[config.mk]
export PLATFORM = sky130hd
export DESIGN_NAME = fp_compare_issue
export DESIGN_NICKNAME = d
export VERILOG_FILES = /design/src/rtl/fp_pkg.sv /design/src/rtl/fp_compare_resp_fifo.sv /design/src/rtl/fp_compare_issue.sv
export SDC_FILE = /design/constraint.sdc
export NUM_CORES = 1
export LEC_CHECK = 0
export CAP_MARGIN = 20
export CELL_PAD_IN_SITES_DETAIL_PLACEMENT = 0
export CELL_PAD_IN_SITES_GLOBAL_PLACEMENT = 1
export CORE_MARGIN = 1.5
export CORE_UTILIZATION = 47
export DETAILED_ROUTE_END_ITERATION = 10
export GPL_ROUTABILITY_DRIVEN = 0
export HOLD_SLACK_MARGIN = 0.03
export PLACE_DENSITY = 0.89
export SETUP_SLACK_MARGIN = 0.05
export SKIP_CTS_REPAIR_TIMING = 1
export SYNTH_ARGS = -nofsm -noshare
export SYNTH_HDL_FRONTEND = slang
export SYNTH_SLANG_ARGS = --single-unit
export TNS_END_PERCENT = 1
[constraint.sdc]
create_clock -name clk -period 4.8 [get_ports clk]
set_clock_uncertainty 0.15 [all_clocks]
set_input_delay 0.48 -clock clk [delete_from_list [all_inputs] [get_ports clk]]
set_output_delay 0.48 -clock clk [all_outputs]
set_load 0.02 [all_outputs]
[src/rtl/fp_pkg.sv]
// fp_pkg: types and helpers shared by the FP compare issue controller.
//   - op encodings for the compare/min/max request field
//   - canonical quiet NaN returned by FMIN/FMAX when both inputs are NaN
//   - is_nan / is_zero classifiers on raw IEEE single bit patterns
//   - fp_cmp_req_t: one request as it travels beside the compare core
package fp_pkg;

  localparam logic [2:0] FP_OP_FEQ  = 3'd0;
  localparam logic [2:0] FP_OP_FLT  = 3'd1;
  localparam logic [2:0] FP_OP_FLE  = 3'd2;
  localparam logic [2:0] FP_OP_FMIN = 3'd3;
  localparam logic [2:0] FP_OP_FMAX = 3'd4;

  localparam logic [31:0] FP_CANON_NAN = 32'h7FC0_0000;

  // Width of the tag field carried in fp_cmp_req_t. Tags narrower than this
  // are zero-extended on entry; a wider TAG_W would lose its upper bits.
  localparam int FP_TAG_W = 5;

  typedef struct packed {
    logic [2:0]          op;
    logic [FP_TAG_W-1:0] tag;
    logic [31:0]         a;
    logic [31:0]         b;
  } fp_cmp_req_t;

  function automatic logic is_nan(input logic [31:0] x);
    return (&x[30:23]) && (|x[22:0]);
  endfunction

  // +0 and -0 both count as zero.
  function automatic logic is_zero(input logic [31:0] x);
    return x[30:0] == 31'd0;
  endfunction

endpackage

[src/rtl/fp_compare_resp_fifo.sv]
// fp_compare_resp_fifo: DEPTH-entry result FIFO between the compare tail and
// writeback. Head is read straight from storage, so a push into an empty FIFO
// shows up the cycle after the write, and the head stays put until popped.
//   clk, areset   clock, async active-low reset (pointers and count only)
//   push, wdata   write one entry (ignored when full with no pop)
//   pop           remove head (ignored when empty)
//   head          current head entry
//   count         occupancy, 0..DEPTH
module fp_compare_resp_fifo #(
  parameter int DEPTH = 4,
  parameter int W     = 37,
  localparam int CW   = $clog2(DEPTH + 1)
) (
  input  logic          clk,
  input  logic          areset,
  input  logic          push,
  input  logic [W-1:0]  wdata,
  input  logic          pop,
  output logic [W-1:0]  head,
  output logic [CW-1:0] count
);

  localparam int PW = (DEPTH > 1) ? $clog2(DEPTH) : 1;

  logic [W-1:0]  mem [DEPTH];
  logic [PW-1:0] wr_ptr, rd_ptr;
  logic          do_push, do_pop;

  assign do_pop  = pop && (count != '0);
  assign do_push = push && ((count != CW'(DEPTH)) || do_pop);

  // Explicit wrap so DEPTH need not be a power of two.
  function automatic logic [PW-1:0] bump(input logic [PW-1:0] p);
    return (p == PW'(DEPTH - 1)) ? '0 : p + 1'b1;
  endfunction

  always_ff @(posedge clk or negedge areset) begin
    if (!areset) begin
      wr_ptr <= '0;
      rd_ptr <= '0;
      count  <= '0;
    end else begin
      if (do_push) wr_ptr <= bump(wr_ptr);
      if (do_pop)  rd_ptr <= bump(rd_ptr);
      case ({do_push, do_pop})
        2'b10:   count <= count + 1'b1;
        2'b01:   count <= count - 1'b1;
        default: ;
      endcase
    end
  end

  always_ff @(posedge clk) begin
    if (do_push) mem[wr_ptr] <= wdata;
  end

  assign head = mem[rd_ptr];

endmodule

[src/rtl/fp_compare_issue.sv]
// fp_compare_issue: issue/response wrapper around a fixed-latency FP a<=b core.
// Requests are accepted on a valid/ready handshake, operands go straight to the
// core, and {op, tag, a, b} ride a side pipeline so that the tail stage lines
// up with the core's 1-bit result. The tail turns that bit into FEQ/FLT/FLE/
// FMIN/FMAX and pushes {result, tag} into a small FIFO. Acceptance is gated by
// credits (in-flight + queued < DEPTH), so the FIFO cannot overflow and the
// side pipeline never stalls.
//   clk, areset                   clock, async active-low reset
//   in_valid/in_ready             request handshake
//   in_op/in_a/in_b/in_tag        request payload
//   cmp_a/cmp_b                   operands to the core (sampled every cycle)
//   cmp_q                         core result, LATENCY cycles after cmp_a/cmp_b
//   out_valid/out_ready           result handshake
//   out_result/out_tag            result payload
module fp_compare_issue
  import fp_pkg::*;
#(
  parameter int LATENCY = 2,
  parameter int TAG_W   = 5,
  parameter int DEPTH   = 4
) (
  input  logic             clk,
  input  logic             areset,
  input  logic             in_valid,
  output logic             in_ready,
  input  logic [2:0]       in_op,
  input  logic [31:0]      in_a,
  input  logic [31:0]      in_b,
  input  logic [TAG_W-1:0] in_tag,
  output logic [31:0]      cmp_a,
  output logic [31:0]      cmp_b,
  input  logic             cmp_q,
  output logic             out_valid,
  input  logic             out_ready,
  output logic [31:0]      out_result,
  output logic [TAG_W-1:0] out_tag
);

  localparam int STAGES = LATENCY - 1;
  localparam int CW     = $clog2(DEPTH + 1);
  localparam int IW     = $clog2(LATENCY + 1);

  logic             live;      // low during reset and for the first edge after
  logic             fire;
  logic [STAGES:0]  vld_pipe;
  fp_cmp_req_t      req_pipe [STAGES+1];
  fp_cmp_req_t      req_in, tail;
  logic [IW-1:0]    inflight;
  logic [CW-1:0]    fifo_count;
  logic             nan_a, nan_b, zeros_eq, eq;
  logic [31:0]      result;
  logic [TAG_W-1:0] head_tag;
  logic [31:0]      head_result;

  always_ff @(posedge clk or negedge areset) begin
    if (!areset) live <= 1'b0;
    else         live <= 1'b1;
  end

  // The core sees the request operands every cycle; reset forces them to 0.
  assign cmp_a = live ? in_a : '0;
  assign cmp_b = live ? in_b : '0;

  always_comb begin
    inflight = '0;
    for (int i = 0; i <= STAGES; i++) inflight = inflight + IW'(vld_pipe[i]);
  end

  // Pops this cycle are not credited: keeps in_ready free of out_ready.
  assign in_ready = live && ((32'(inflight) + 32'(fifo_count)) < 32'(DEPTH));
  assign fire     = in_valid && in_ready;

  assign req_in = '{op: in_op, tag: FP_TAG_W'(in_tag), a: in_a, b: in_b};

  always_ff @(posedge clk or negedge areset) begin
    if (!areset) begin
      vld_pipe <= '0;
    end else begin
      vld_pipe[0] <= fire;
      for (int i = 1; i <= STAGES; i++) vld_pipe[i] <= vld_pipe[i-1];
    end
  end

  // Payload needs no reset: only the valid bits qualify it.
  always_ff @(posedge clk) begin
    req_pipe[0] <= req_in;
    for (int i = 1; i <= STAGES; i++) req_pipe[i] <= req_pipe[i-1];
  end

  assign tail = req_pipe[STAGES];

  always_comb begin
    nan_a    = is_nan(tail.a);
    nan_b    = is_nan(tail.b);
    zeros_eq = is_zero(tail.a) && is_zero(tail.b);
    eq       = !nan_a && !nan_b && ((tail.a == tail.b) || zeros_eq);
    result   = '0;
    case (tail.op)
      FP_OP_FEQ: result = {31'b0, eq};
      FP_OP_FLT: result = {31'b0, cmp_q && !eq};
      FP_OP_FLE: result = {31'b0, cmp_q};
      FP_OP_FMIN, FP_OP_FMAX: begin
        if (nan_a && nan_b)  result = FP_CANON_NAN;
        else if (nan_a)      result = tail.b;
        else if (nan_b)      result = tail.a;
        // Signed zeros compare equal; pick the sign from the bit patterns.
        else if (zeros_eq)   result = (tail.op == FP_OP_FMIN) ? (tail.a | tail.b)
                                                              : (tail.a & tail.b);
        else if (tail.op == FP_OP_FMIN) result = cmp_q ? tail.a : tail.b;
        else                            result = cmp_q ? tail.b : tail.a;
      end
      default: result = '0;
    endcase
  end

  fp_compare_resp_fifo #(
    .DEPTH (DEPTH),
    .W     (32 + TAG_W)
  ) u_fifo (
    .clk   (clk),
    .areset(areset),
    .push  (vld_pipe[STAGES]),
    .wdata ({result, tail.tag[TAG_W-1:0]}),
    .pop   (out_valid && out_ready),
    .head  ({head_result, head_tag}),
    .count (fifo_count)
  );

  assign out_valid  = fifo_count != '0;
  assign out_result = head_result;
  assign out_tag    = head_tag;

endmodule

### Word level (Yosys, flattened, before mapping)

Memories as Yosys holds them, arrays and structs flattened.
Index checks and enable logic that the tools add are counted.

* register bits after elaboration: 10
* RAM bits: 292
* input bits: 77
* word-level logic and storage cells: 69
* memories kept: 2

Memories
* u_fifo.mem: words 4, width 37, rd ports 1, clocked after Yosys merged registers in 0, wr ports 1, line fp_compare_resp_fifo.sv:25 `logic [W-1:0] mem [DEPTH];`
* req_pipe: words 2, width 72, rd ports 2, clocked after Yosys merged registers in 0, wr ports 2, line fp_compare_issue.sv:46 `fp_cmp_req_t req_pipe [STAGES+1];`

* add/sub/neg operators: 6
* order comparisons: 1
* equal/unequal tests: 10
* mux-type cells: 16
* bitwise operators: 2
* reductions and logical operators: 27

Operators by type and width (number)
* $mux 32: 10
* $pmux 32 s4: 1
* $logic_not 31->1: 2
* $reduce_or 23->1: 2
* $and 32x32->32: 1
* $eq 32x32->1: 1
* $or 32x32->32: 1
* $reduce_and 8->1: 2
* $logic_and 1x1->1: 12
* $eq 2x2->1 const B: 3
* $eq 3x2->1 const B: 2
* $pmux 3 s2: 1
* $add 2x1->2 const B: 2
* $add 2x3->4: 1
* $lt 4x3->1 const B: 1
* $mux 2: 2
* $add 3x1->3 const B: 1
* $eq 3x1->1 const B: 1
* $eq 3x3->1 const B: 1
* $logic_not 1->1: 3
* $logic_not 3->1: 1
* $ne 3x3->1 const B: 1
* $reduce_bool 3->1: 1
* $sub 3x1->3 const B: 1
* 6 further kinds: 8

### Depth between registers and ports, before layout

Gate-level depths: netlist of run 1.

* depth after elaboration: 8
* mapped depth: 10
* gate-level depth less buffers: 10

### By module

A second synthesis of run 1 with hierarchy kept.

* cells, all modules: 882
* area, all modules: 12170.4 um^2

By module, submodules not included
* fp_compare_issue: times used 1, cells an instance 639, area each 6314.8 um^2
* fp_compare_resp_fifo: times used 1, cells an instance 243, area each 5855.6 um^2

### Worst setup path before layout of run 1

OpenSTA, ideal clock, no wires.

* path kind: register to output
* from: register u_fifo.rd_ptr[0]
* to: output out_result[23]
* arrival time: 1839 ps
* slack: 2331 ps
* cell stages (with the launch flop): 4
* path buffers: 2
* cells stage by stage: dfrtp_1 > buf_1 > buf_2 > mux4_2

* cells in the longest elaborated chain, start to end: 1

Ends and longest elaborated chain
* from (decl): line fp_compare_resp_fifo.sv:26 `logic [PW-1:0] wr_ptr, rd_ptr;`
* from (signal assigned): line fp_compare_resp_fifo.sv:44 `if (do_pop) rd_ptr <= bump(rd_ptr);`
* $mem_v2 4x37
* to (decl): line fp_compare_issue.sv:35 `output logic [31:0] out_result,`

No other way between the ends.

==> results of run 1 <==
## path summary, 6_finish.rpt
check                                      from           endpoint  slack [ns]
worst max-delay path            req_pipe[0][83]  u_fifo.mem[0][13]        1.37
worst min-delay path                     areset   u_fifo.wr_ptr[0]        0.13
worst max register to register  req_pipe[0][83]  u_fifo.mem[0][13]        1.37
worst min register to register  req_pipe[0][50]   req_pipe[0][122]        0.17
max in group asynchronous                areset   u_fifo.rd_ptr[0]        4.02
min in group clk                req_pipe[0][50]   req_pipe[0][122]        0.17
## critical path, cell delays in order, from the launching register on
cell and delay [ns]:
dfxtp_1 0.34, nor4_1 0.40, nand4_1 0.24, or4_4 0.86, a211oi_1 0.25, a2111oi_0 0.10
a211oi_1 0.75
## per-layer routing
metal	global-route usage (%)	share of wire (%)
met5	0	0
met4	4.71	1.8
met3	3.00	5.8
met2	30.0	45
met1	27.9	48
## cell families after synthesis
kind of cell	count (synthesis)
simple gates	225
compound gates	142
fa+ha+maj	72
xor+xnor	5
other cells	1
buf+inv	117
mux	39
flops	302
## layout make-up
| class | instances | area share (%) |
|---|---|---|
| Multi-Input combinational cell | 484 | 26.2 |
| Clock buffer | 33 | 5.33 |
| Inverter | 73 | 1.82 |
| Tap cell | 330 | 2.74 |
| Sequential cell | 302 | 50.3 |
| Clock inverter | 19 | 1.24 |
| Timing Repair Buffer | 188 | 12.3 |
## layout by cell type (no fill, tap or decap), drive strengths merged, types with 2 or more instances in the layout
cell type and instances:
clkbuf 33, inv 75, bufinv 3, o22ai 6, nor2 73, buf 9, dfrtp 10, clkinv 13
o21ai 33, and2 69, nand4 10, nor4 23, a211oi 38, nand2 42, a2111oi 20, dfxtp 144
clkdlybuf4s50 179, ha 71, xnor2 4, edfxtp 148, a21oi 23, o211ai 2, o221ai 6, mux4 37
a31oi 6, nor3 3
## power breakdown
group	leakage [nW]	switching, mW	internal [mW]
combinational	2.63	0.756	0.816
clock	0.488	0.946	1.36
sequential	2.70	0.178	2.90
## sequential cells by signal, indices dropped and copies added, names as in the netlist
register and count:
u_fifo.rd_ptr 2, u_fifo.mem 148, u_fifo.count 3, req_pipe 144
vld_pipe 2, u_fifo.wr_ptr 2, live 1
## through the flow
step / util, % / area [µm²] / setup slack, ns
4_1_cts: 60.0 / 15100 / 1.41
3_3_place_gp: 56.1 / 14100 / 1.56
2_1_floorplan: - / 12000 / 2.33
6_report: 60.0 / 15100 / 1.37
5_1_grt: 60.0 / 15100 / 1.25
3_5_place_dp: 56.1 / 14100 / 1.44
==> run metrics, run 1 <==
Syn-to-layout area delta 25.8%; Worst Reg-to-Reg Cells 6; Overall Power 6.96 mW; post-layout minimum cycle time 3.43 ns; RSZ-0062 raised after global routing false; worst hold path type in -> async; GRT Resource Usage Total 19.1%; first-pass GRT wire length 39,500 µm; CP Launch Type flip-flop; Mapped Area 12,000 µm²; antenna-violating nets left 0; asr flop ratio synth roughly 3.3%; Cell variety after synth 49; area occupied by multi-input gates 3950 µm²; pwr/cell area 462 nW/µm²; sequential cell area fraction in the yosys report a little over three fifths; number of fillers in the final layout 1,997; syn_nets about 1,100; area taken by flip-flops and latches 7580 µm²; Worst EP required 4.85 ns; detailed-route DRC error count 0; Die H 163 µm; Highest Clock Rate 0.291 GHz; Post-Synth Simple-Gate Area under 10%; Hold Violations, Final 0; GRT overflow 0; via count approximately 7,500; Final period util 71.5%; Hold WS 0.129 ns; Synth Area in XOR/XNOR 0.366%; largest family of logic cells by synthesized area simple AND/OR/NAND/NOR gates; Initial DRT Pass Iterations 5; Least-Margin Pin Slew 0.998 ns; ranking of synthesized cells by area edfxtp_1 37%, dfxtp_1 24%, ha_1 7.4%; DIE WIDTH roughly 160 µm; slew margin rel. about a third; setup TNS 0 ns; post-synthesis compound-gate area fraction 8.32%; Final Max Tran Viols 0; initial antenna violation count 0; per-cell routed wire length 17.6 µm; Die Area between 20,000 and 30,000 µm²; Yosys reg bits 302; clk root buf clkbuf_16; dpl hpwl around 17,000 µm; Post-Synth Adder-Cell Area 7.59%; critical path type reg -> reg; Site Rows 58; Synth top area share between 30% and 40%; cts bufs inserted 29; Initial Utilization a little under half; Longest Clk Path Bufs 3; I/O Pins 180; Pleak 5.82 nW; Final nets 1,227; vias in the first global route around 7,300; Routed WL 25,200 µm; final non-filler cell total 1,429; layout cells sized above 1 10.0%; max-cap viol count 0; Placed Cells 1,377; Worst-Skew Late Latency ~0.53 ns; top cells by count, synth 148 x edfxtp_1, 144 x dfxtp_1, 73 x inv_1; Final setup viols 0; most numerous cell in the Yosys netlist edfxtp_1; CTS tree yes; Max FO, Critical Path 39; Core ar. ~25,000 µm²; Synth Area per Inst 13.3 µm²; CTS H-tree lvls 1; dominant cell type by area after synthesis edfxtp_1; DRT iter0 DRCs approximately 620; CP Capture Type flip-flop; largest net degree at the start of global routing 66; number of enable flip-flop cells after synthesis between 100 and 150; Port Buffer Count 179; Gate Count Post-Synth approximately 900; Worst-path clk slew 0.07 ns; Via density around 5.2; Post-synth top flop edfxtp_1; status completed; Synth warnings 0; clk sinks 302; VDD IR max 0.350 mV; post-synthesis mux area share 7.14%; Antenna Cells 0; CP arrival 3.48 ns
Power figures use the tool's default switching activity.
==> run 2: changes to the inputs <==
--- a/config.mk
+++ b/config.mk
@@ -9,11 +9,11 @@
 export CELL_PAD_IN_SITES_DETAIL_PLACEMENT = 0
 export CELL_PAD_IN_SITES_GLOBAL_PLACEMENT = 1
 export CORE_MARGIN = 1.5
-export CORE_UTILIZATION = 47
+export CORE_UTILIZATION = 44
 export DETAILED_ROUTE_END_ITERATION = 10
 export GPL_ROUTABILITY_DRIVEN = 0
 export HOLD_SLACK_MARGIN = 0.03
-export PLACE_DENSITY = 0.89
+export PLACE_DENSITY = 0.85
 export SETUP_SLACK_MARGIN = 0.05
 export SKIP_CTS_REPAIR_TIMING = 1
 export SYNTH_ARGS = -nofsm -noshare
==> constraint.sdc (replaced) <==
create_clock -name clk -period 3.44 [get_ports clk]
set_clock_uncertainty 0.15 [all_clocks]
set_input_delay 0.344 -clock clk [delete_from_list [all_inputs] [get_ports clk]]
set_output_delay 0.344 -clock clk [all_outputs]
set_load 0.02 [all_outputs]
==> run 2 against run 1 <==
  * Non-clock buffer count grew 16
  * Cell count grew 2.2%
  * Critical path depth is the same
  * Die area grew 6.7%
  * Routed wire length grew 1.2%
  * Register-to-register slack lost 1.1 ns
  * Highest routed layer unchanged
==> run metrics, run 2 (synthesis results as in run 1) <==
vias in the first global route 7,311 (was 7,305); Die Area 28,200 µm² (was 26,400 µm²); Syn-to-layout area delta 27.2% (was 25.8%); I/O Pins 180 (unchanged); GRT Resource Usage Total 17.9% (was 19.1%); Final Max Tran Viols 0 (unchanged); per-cell routed wire length 17.5 µm (was 17.6 µm); detailed-route DRC error count 0 (unchanged); Gate power share 24.6% (was 22.6%); Port Buffer Count 179 (unchanged); Initial DRT Pass Iterations 5 (unchanged); pwr/cell area 632 nW/µm² (was 462 nW/µm²); final core occ 56.8% (was 60.0%); CP startpoint req_pipe[0][121] (was req_pipe[0][83]); Clock power frac 31.7% (was 33.2%); CTS tree yes (unchanged); Worst-Skew Late Latency 0.56 ns (was 0.53 ns); Routed WL 25,500 µm (was 25,200 µm); crit path capture u_fifo.mem[1][13] (was u_fifo.mem[0][13]); CP Capture Type flip-flop (unchanged); VDD IR max 0.265 mV (was 0.350 mV); Biggest register u_fifo.mem (unchanged); worst hold path type in -> reg (was in -> async); CP arrival 3.31 ns (was 3.48 ns); Final setup viols 0 (unchanged); setup TNS 0 ns (unchanged); CP Launch Type flip-flop (unchanged); clk sinks 302 (unchanged); Core ar. 26,800 µm² (was 25,100 µm²); dpl hpwl 17,800 µm (was 16,900 µm); setup slack after layout 0.253 ns (was 1.37 ns); antenna-violating nets left 0 (unchanged); initial antenna violation count 0 (unchanged); Antenna Cells 0 (unchanged); cts bufs inserted 30 (was 29); part of the power in registers 43.7% (was 44.2%); most common cell after layout, fill and taps aside clkdlybuf4s50_1 (unchanged); Worst Reg-to-Reg Cells 6 (unchanged); crit-path cells nor4_1, nand4_1, or4_4, a211oi_1, a2111oi_0, a211oi_1 (unchanged); DRT iter0 DRCs 530 (was 617); Overall Power 9.63 mW (was 6.96 mW); clk root buf clkbuf_16 (unchanged); Via density 5.14 (was 5.24); number of fillers in the final layout 2,164 (was 1,997); slew margin rel. 60.7% (was 33.5%); Switching Fraction 27.4% (was 27.0%); Hold WS 0.0768 ns (was 0.129 ns); via count 7,507 (was 7,493); commonest non-fill, non-tap cells in the layout 179 x clkdlybuf4s50_1, 148 x edfxtp_1, 144 x dfxtp_1 (unchanged); max-cap viol count 0 (unchanged); status completed (unchanged); CP most frequent cell a211oi_1 (unchanged); layout cells sized above 1 11.6% (was 10.0%); DIE WIDTH 168 µm (was 163 µm); first-pass GRT wire length 39,900 µm (was 39,500 µm); top flop regs u_fifo.mem (148), req_pipe (144), u_fifo.count (3) (unchanged); critical path type reg -> reg (unchanged); Highest Clock Rate 0.314 GHz (was 0.291 GHz); DP Worst Slack 0.135 ns (was 1.44 ns); post-layout minimum cycle time 3.19 ns (was 3.43 ns); Worst-path clk slew 0.06 ns (was 0.07 ns); slowest CP cell or4_4 (unchanged); Net Switching 2.64 mW (was 1.88 mW); Crit path largest cell delay 0.75 ns (was 0.86 ns); RSZ-0062 raised after global routing false (unchanged); Max FO, Critical Path 39 (unchanged); Pleak 5.89 nW (was 5.82 nW); Final nets 1,244 (was 1,227); CTS H-tree lvls 1 (unchanged); Reg2Reg Setup Slack 0.25 ns (was 1.37 ns); GRT overflow 0 (unchanged); largest net degree at the start of global routing 66 (unchanged); Initial Utilization 44.7% (was 47.7%); Least-Margin Pin Slew 0.585 ns (was 0.998 ns); Worst EP required 3.56 ns (was 4.85 ns); max reg flops 148 (unchanged); Longest Clk Path Bufs 3 (unchanged); Final period util 92.6% (was 71.5%); RR Startpoint req_pipe[0][121] (was req_pipe[0][83]); Reg2Reg Capture Point u_fifo.mem[1][13] (was u_fifo.mem[0][13]); Hold Violations, Final 0 (unchanged); Die H 168 µm (was 163 µm); P_int 6.99 mW (was 5.08 mW); Site Rows 60 (was 58)
[run 2: changes by cell type in the layout (fill, tap and decap cells not counted), moves of 2 or more]
cell | previous run | this run
a211oi_2 | 1 | 5
clkbuf_1 | 0 | 3
a211oi_1 | 37 | 33
clkinvlp_4 | 0 | 4
inv_1 | 73 | 75
buf_12 | 0 | 4
bufinv_16 | 3 | 1
buf_4 | 9 | 20
clkinv_1 | 6 | 3
[run 2: power groups by stage]
stage               Clock [mW]  Sequential [mW]  Combinational, mW
floorplan                    0             4.21               1.42
global placement             0             4.28               2.38
detailed placement           0             4.29               2.40
CTS                       3.13             4.22               2.41
global route              3.26             4.24               2.54
finish                    3.05             4.21               2.37
[run 2: area by class of cell]
class	instances	area, µm²	share of cell area [%]
Sequential cell	302	7580	49.7
Multi-Input combinational cell	484	3970	26.1
Timing Repair Buffer	204	2030	13.3
Clock buffer	36	806	5.29
Tap cell	341	427	2.80
Inverter	73	274	1.80
Clock inverter	20	149	0.977
[run 2: metal layers]
metal / wire [µm] / track usage, %
met3: 1400 / 2.91
met4: 346 / 4.03
met1: 12400 / 26.5
met5: 0 / 0
met2: 11400 / 27.8
[run 2: how the worst min path moves through the flow]
| stage | depth (start not counted) | start | endpoint | slack [ns] |
|---|---|---|---|---|
| global placement | 0 | req_pipe[0][47] | req_pipe[0][119] | 0.16 |
| finish | 1 | in_tag[2] | req_pipe[0][66] | 0.08 |
| detailed placement | 0 | req_pipe[0][1] | req_pipe[0][73] | 0.16 |
| global route | 1 | in_tag[4] | req_pipe[0][68] | 0.05 |
| floorplan | 0 | areset | live | -0.10 |
| CTS | 1 | areset | u_fifo.rd_ptr[1] | -0.06 |
[run 2: per-stage QoR]
step / std cells / instance area, µm²
floorplan: 903 / 12000
global placement: 1403 / 14200
detailed placement: 1403 / 14200
CTS: 1459 / 15200
global route: 1460 / 15200
finish: 1460 / 15200
[run 2: critical path: cells and delay by family, from the launching register on]
kind / cells / cell delay [ns]
simple gates: 3 / 1.58
compound gates: 3 / 0.82
flops: 1 / 0.35
==> run 3: changes to the inputs <==
--- a/config.mk
+++ b/config.mk
@@ -13,6 +13,7 @@
 export DETAILED_ROUTE_END_ITERATION = 10
 export GPL_ROUTABILITY_DRIVEN = 0
 export HOLD_SLACK_MARGIN = 0.03
+export MAX_ROUTING_LAYER = met4
 export PLACE_DENSITY = 0.85
 export SETUP_SLACK_MARGIN = 0.05
 export SKIP_CTS_REPAIR_TIMING = 1
==> run 3 against run 2 <==
  * Hold slack better by 0.0014 ns
  * Register-to-register slack about the same
  * Setup slack lost 0.0096 ns
  * First-iteration DRC count decreased by 11%
  * Maximum frequency down 0.30%
  * Die area stayed put
  * Non-clock buffer count stayed put
  * Global-route usage is 0.54 points higher
  * Critical path type unchanged
  * Critical endpoint is now u_fifo.mem[1][8]
  * Highest routed layer unchanged
==> run metrics, run 3 (synthesis results as in run 1) <==
status completed (unchanged); Initial Utilization 44.7% (unchanged); clk sinks 302 (unchanged); Core ar. 26,800 µm² (unchanged); antenna-violating nets left 0 (unchanged); per-cell routed wire length 17.5 µm (about the same); CTS H-tree lvls 1 (unchanged); hold path depth 1 (unchanged); Die H 168 µm (unchanged); cts bufs inserted 30 (unchanged); Die Area 28,200 µm² (unchanged); Highest Clock Rate 0.313 GHz (was 0.314 GHz); Reg2Reg Setup Slack 0.24 ns (was 0.25 ns); slew margin rel. 59.9% (was 60.7%); clk root buf clkbuf_16 (unchanged); Max FO, Critical Path 39 (unchanged); CTS tree yes (unchanged); top flop regs u_fifo.mem (148), req_pipe (144), u_fifo.count (3) (unchanged); detailed-route DRC error count 0 (unchanged); CP arrival 3.33 ns (was 3.31 ns); WHS Endpoint req_pipe[0][66] (unchanged); setup TNS 0 ns (unchanged); Final period util 92.9% (was 92.6%); GRT Resource Usage Total 18.5% (was 17.9%); I/O Pins 180 (unchanged); Clock power frac 31.7% (about the same); Hold Violations, Final 0 (unchanged); dpl hpwl 17,800 µm (unchanged); max-cap viol count 0 (unchanged); Biggest register u_fifo.mem (unchanged); Final setup viols 0 (unchanged); Longest Clk Path Bufs 3 (unchanged); Worst Reg-to-Reg Cells 6 (unchanged); Switching Fraction 27.4% (about the same); Via density 5.16 (was 5.14); Gate power share 24.6% (about the same); CP Capture Type flip-flop (unchanged); Final nets 1,244 (unchanged); largest net degree at the start of global routing 66 (unchanged); Syn-to-layout area delta 27.2% (unchanged); Net Switching 2.64 mW (about the same); initial antenna violation count 0 (unchanged); DIE WIDTH 168 µm (unchanged); CP Launch Type flip-flop (unchanged); critical path type reg -> reg (unchanged); Initial DRT Pass Iterations 4 (was 5); DRT iter0 DRCs 474 (was 530); most common cell after layout, fill and taps aside clkdlybuf4s50_1 (unchanged); vias in the first global route 7,315 (was 7,311); Worst EP required 3.58 ns (was 3.56 ns); via count 7,530 (was 7,507); Port Buffer Count 179 (unchanged); Antenna Cells 0 (unchanged); first-pass GRT wire length 39,900 µm (about the same); Routed WL 25,600 µm (was 25,500 µm); part of the power in registers 43.7% (about the same); Site Rows 60 (unchanged); Pleak 5.89 nW (unchanged); pwr/cell area 632 nW/µm² (about the same); GRT overflow 0 (unchanged); P_int 6.99 mW (about the same); Worst-Skew Late Latency 0.56 ns (about the same); hold_sp in_tag[2] (unchanged); Hold WS 0.0783 ns (was 0.0768 ns); Worst-path clk slew 0.06 ns (about the same); VDD IR max 0.266 mV (was 0.265 mV); Reg2Reg Capture Point u_fifo.mem[1][8] (was u_fifo.mem[1][13]); Least-Margin Pin Slew 0.598 ns (was 0.585 ns); max reg flops 148 (unchanged); Final Max Tran Viols 0 (unchanged); layout cells sized above 1 11.6% (unchanged); commonest non-fill, non-tap cells in the layout 179 x clkdlybuf4s50_1, 148 x edfxtp_1, 144 x dfxtp_1 (unchanged); post-layout minimum cycle time 3.20 ns (was 3.19 ns); worst hold path type in -> reg (unchanged); RSZ-0062 raised after global routing false (unchanged); RR Startpoint req_pipe[0][121] (unchanged)
## run 3: layout make-up
| cell class | instances | area (µm²) |
|---|---|---|
| multi-input combinational | 484 | 3970 |
| tap | 341 | 427 |
| timing repair buffer | 204 | 2030 |
| sequential | 302 | 7580 |
| clock buffer | 36 | 806 |
| fill | 2164 | 11600 |
| clock inverter | 20 | 149 |
| inverter | 73 | 274 |
## run 3: metrics by stage
step | power [mW] | setup WS, ns | utilization, % | area (µm²) | cells
2_1_floorplan | 5.63 | 1.01 | - | 12000 | 903
3_3_place_gp | 6.66 | 0.233 | 53.2 | 14200 | 1403
3_5_place_dp | 6.69 | 0.135 | 53.2 | 14200 | 1403
4_1_cts | 9.75 | 0.115 | 56.7 | 15200 | 1459
5_1_grt | 10.0 | 0.0710 | 56.8 | 15200 | 1460
6_report | 9.63 | 0.244 | 56.8 | 15200 | 1460
## run 3: critical path: stages (launching register included)
cell	delay, ns
dfxtp_1	0.35
nor4_1	0.53
nand4_1	0.31
or4_4	0.75
a211oi_1	0.28
a2111oi_0	0.11
a211oi_1	0.46
## run 3: layer usage
metal / track usage, % / routed length [µm]
met4: 4.03 / 337
met2: 27.9 / 11500
met5: - / 0
met3: 2.77 / 1250
met1: 26.5 / 12500
## run 3: power groups by stage
stage               sequential, mW  clock, mW  combinational [mW]
finish                        4.21       3.05                2.37
global route                  4.24       3.26                2.54
CTS                           4.22       3.13                2.41
detailed placement            4.29          0                2.40
global placement              4.28          0                2.38
floorplan                     4.21          0                1.42
## run 3: worst max path at each step
stage | from | to | slack, ns | cells after the start
3_3_place_gp | req_pipe[0][121] | u_fifo.mem[0][14] | 0.23 | 6
5_1_grt | req_pipe[0][121] | u_fifo.mem[1][12] | 0.07 | 6
6_report | req_pipe[0][121] | u_fifo.mem[1][8] | 0.24 | 6
2_1_floorplan | req_pipe[0][89] | u_fifo.mem[0][5] | 1.01 | 8
4_1_cts | req_pipe[0][121] | u_fifo.mem[3][14] | 0.12 | 6
3_5_place_dp | req_pipe[0][121] | u_fifo.mem[1][14] | 0.13 | 6
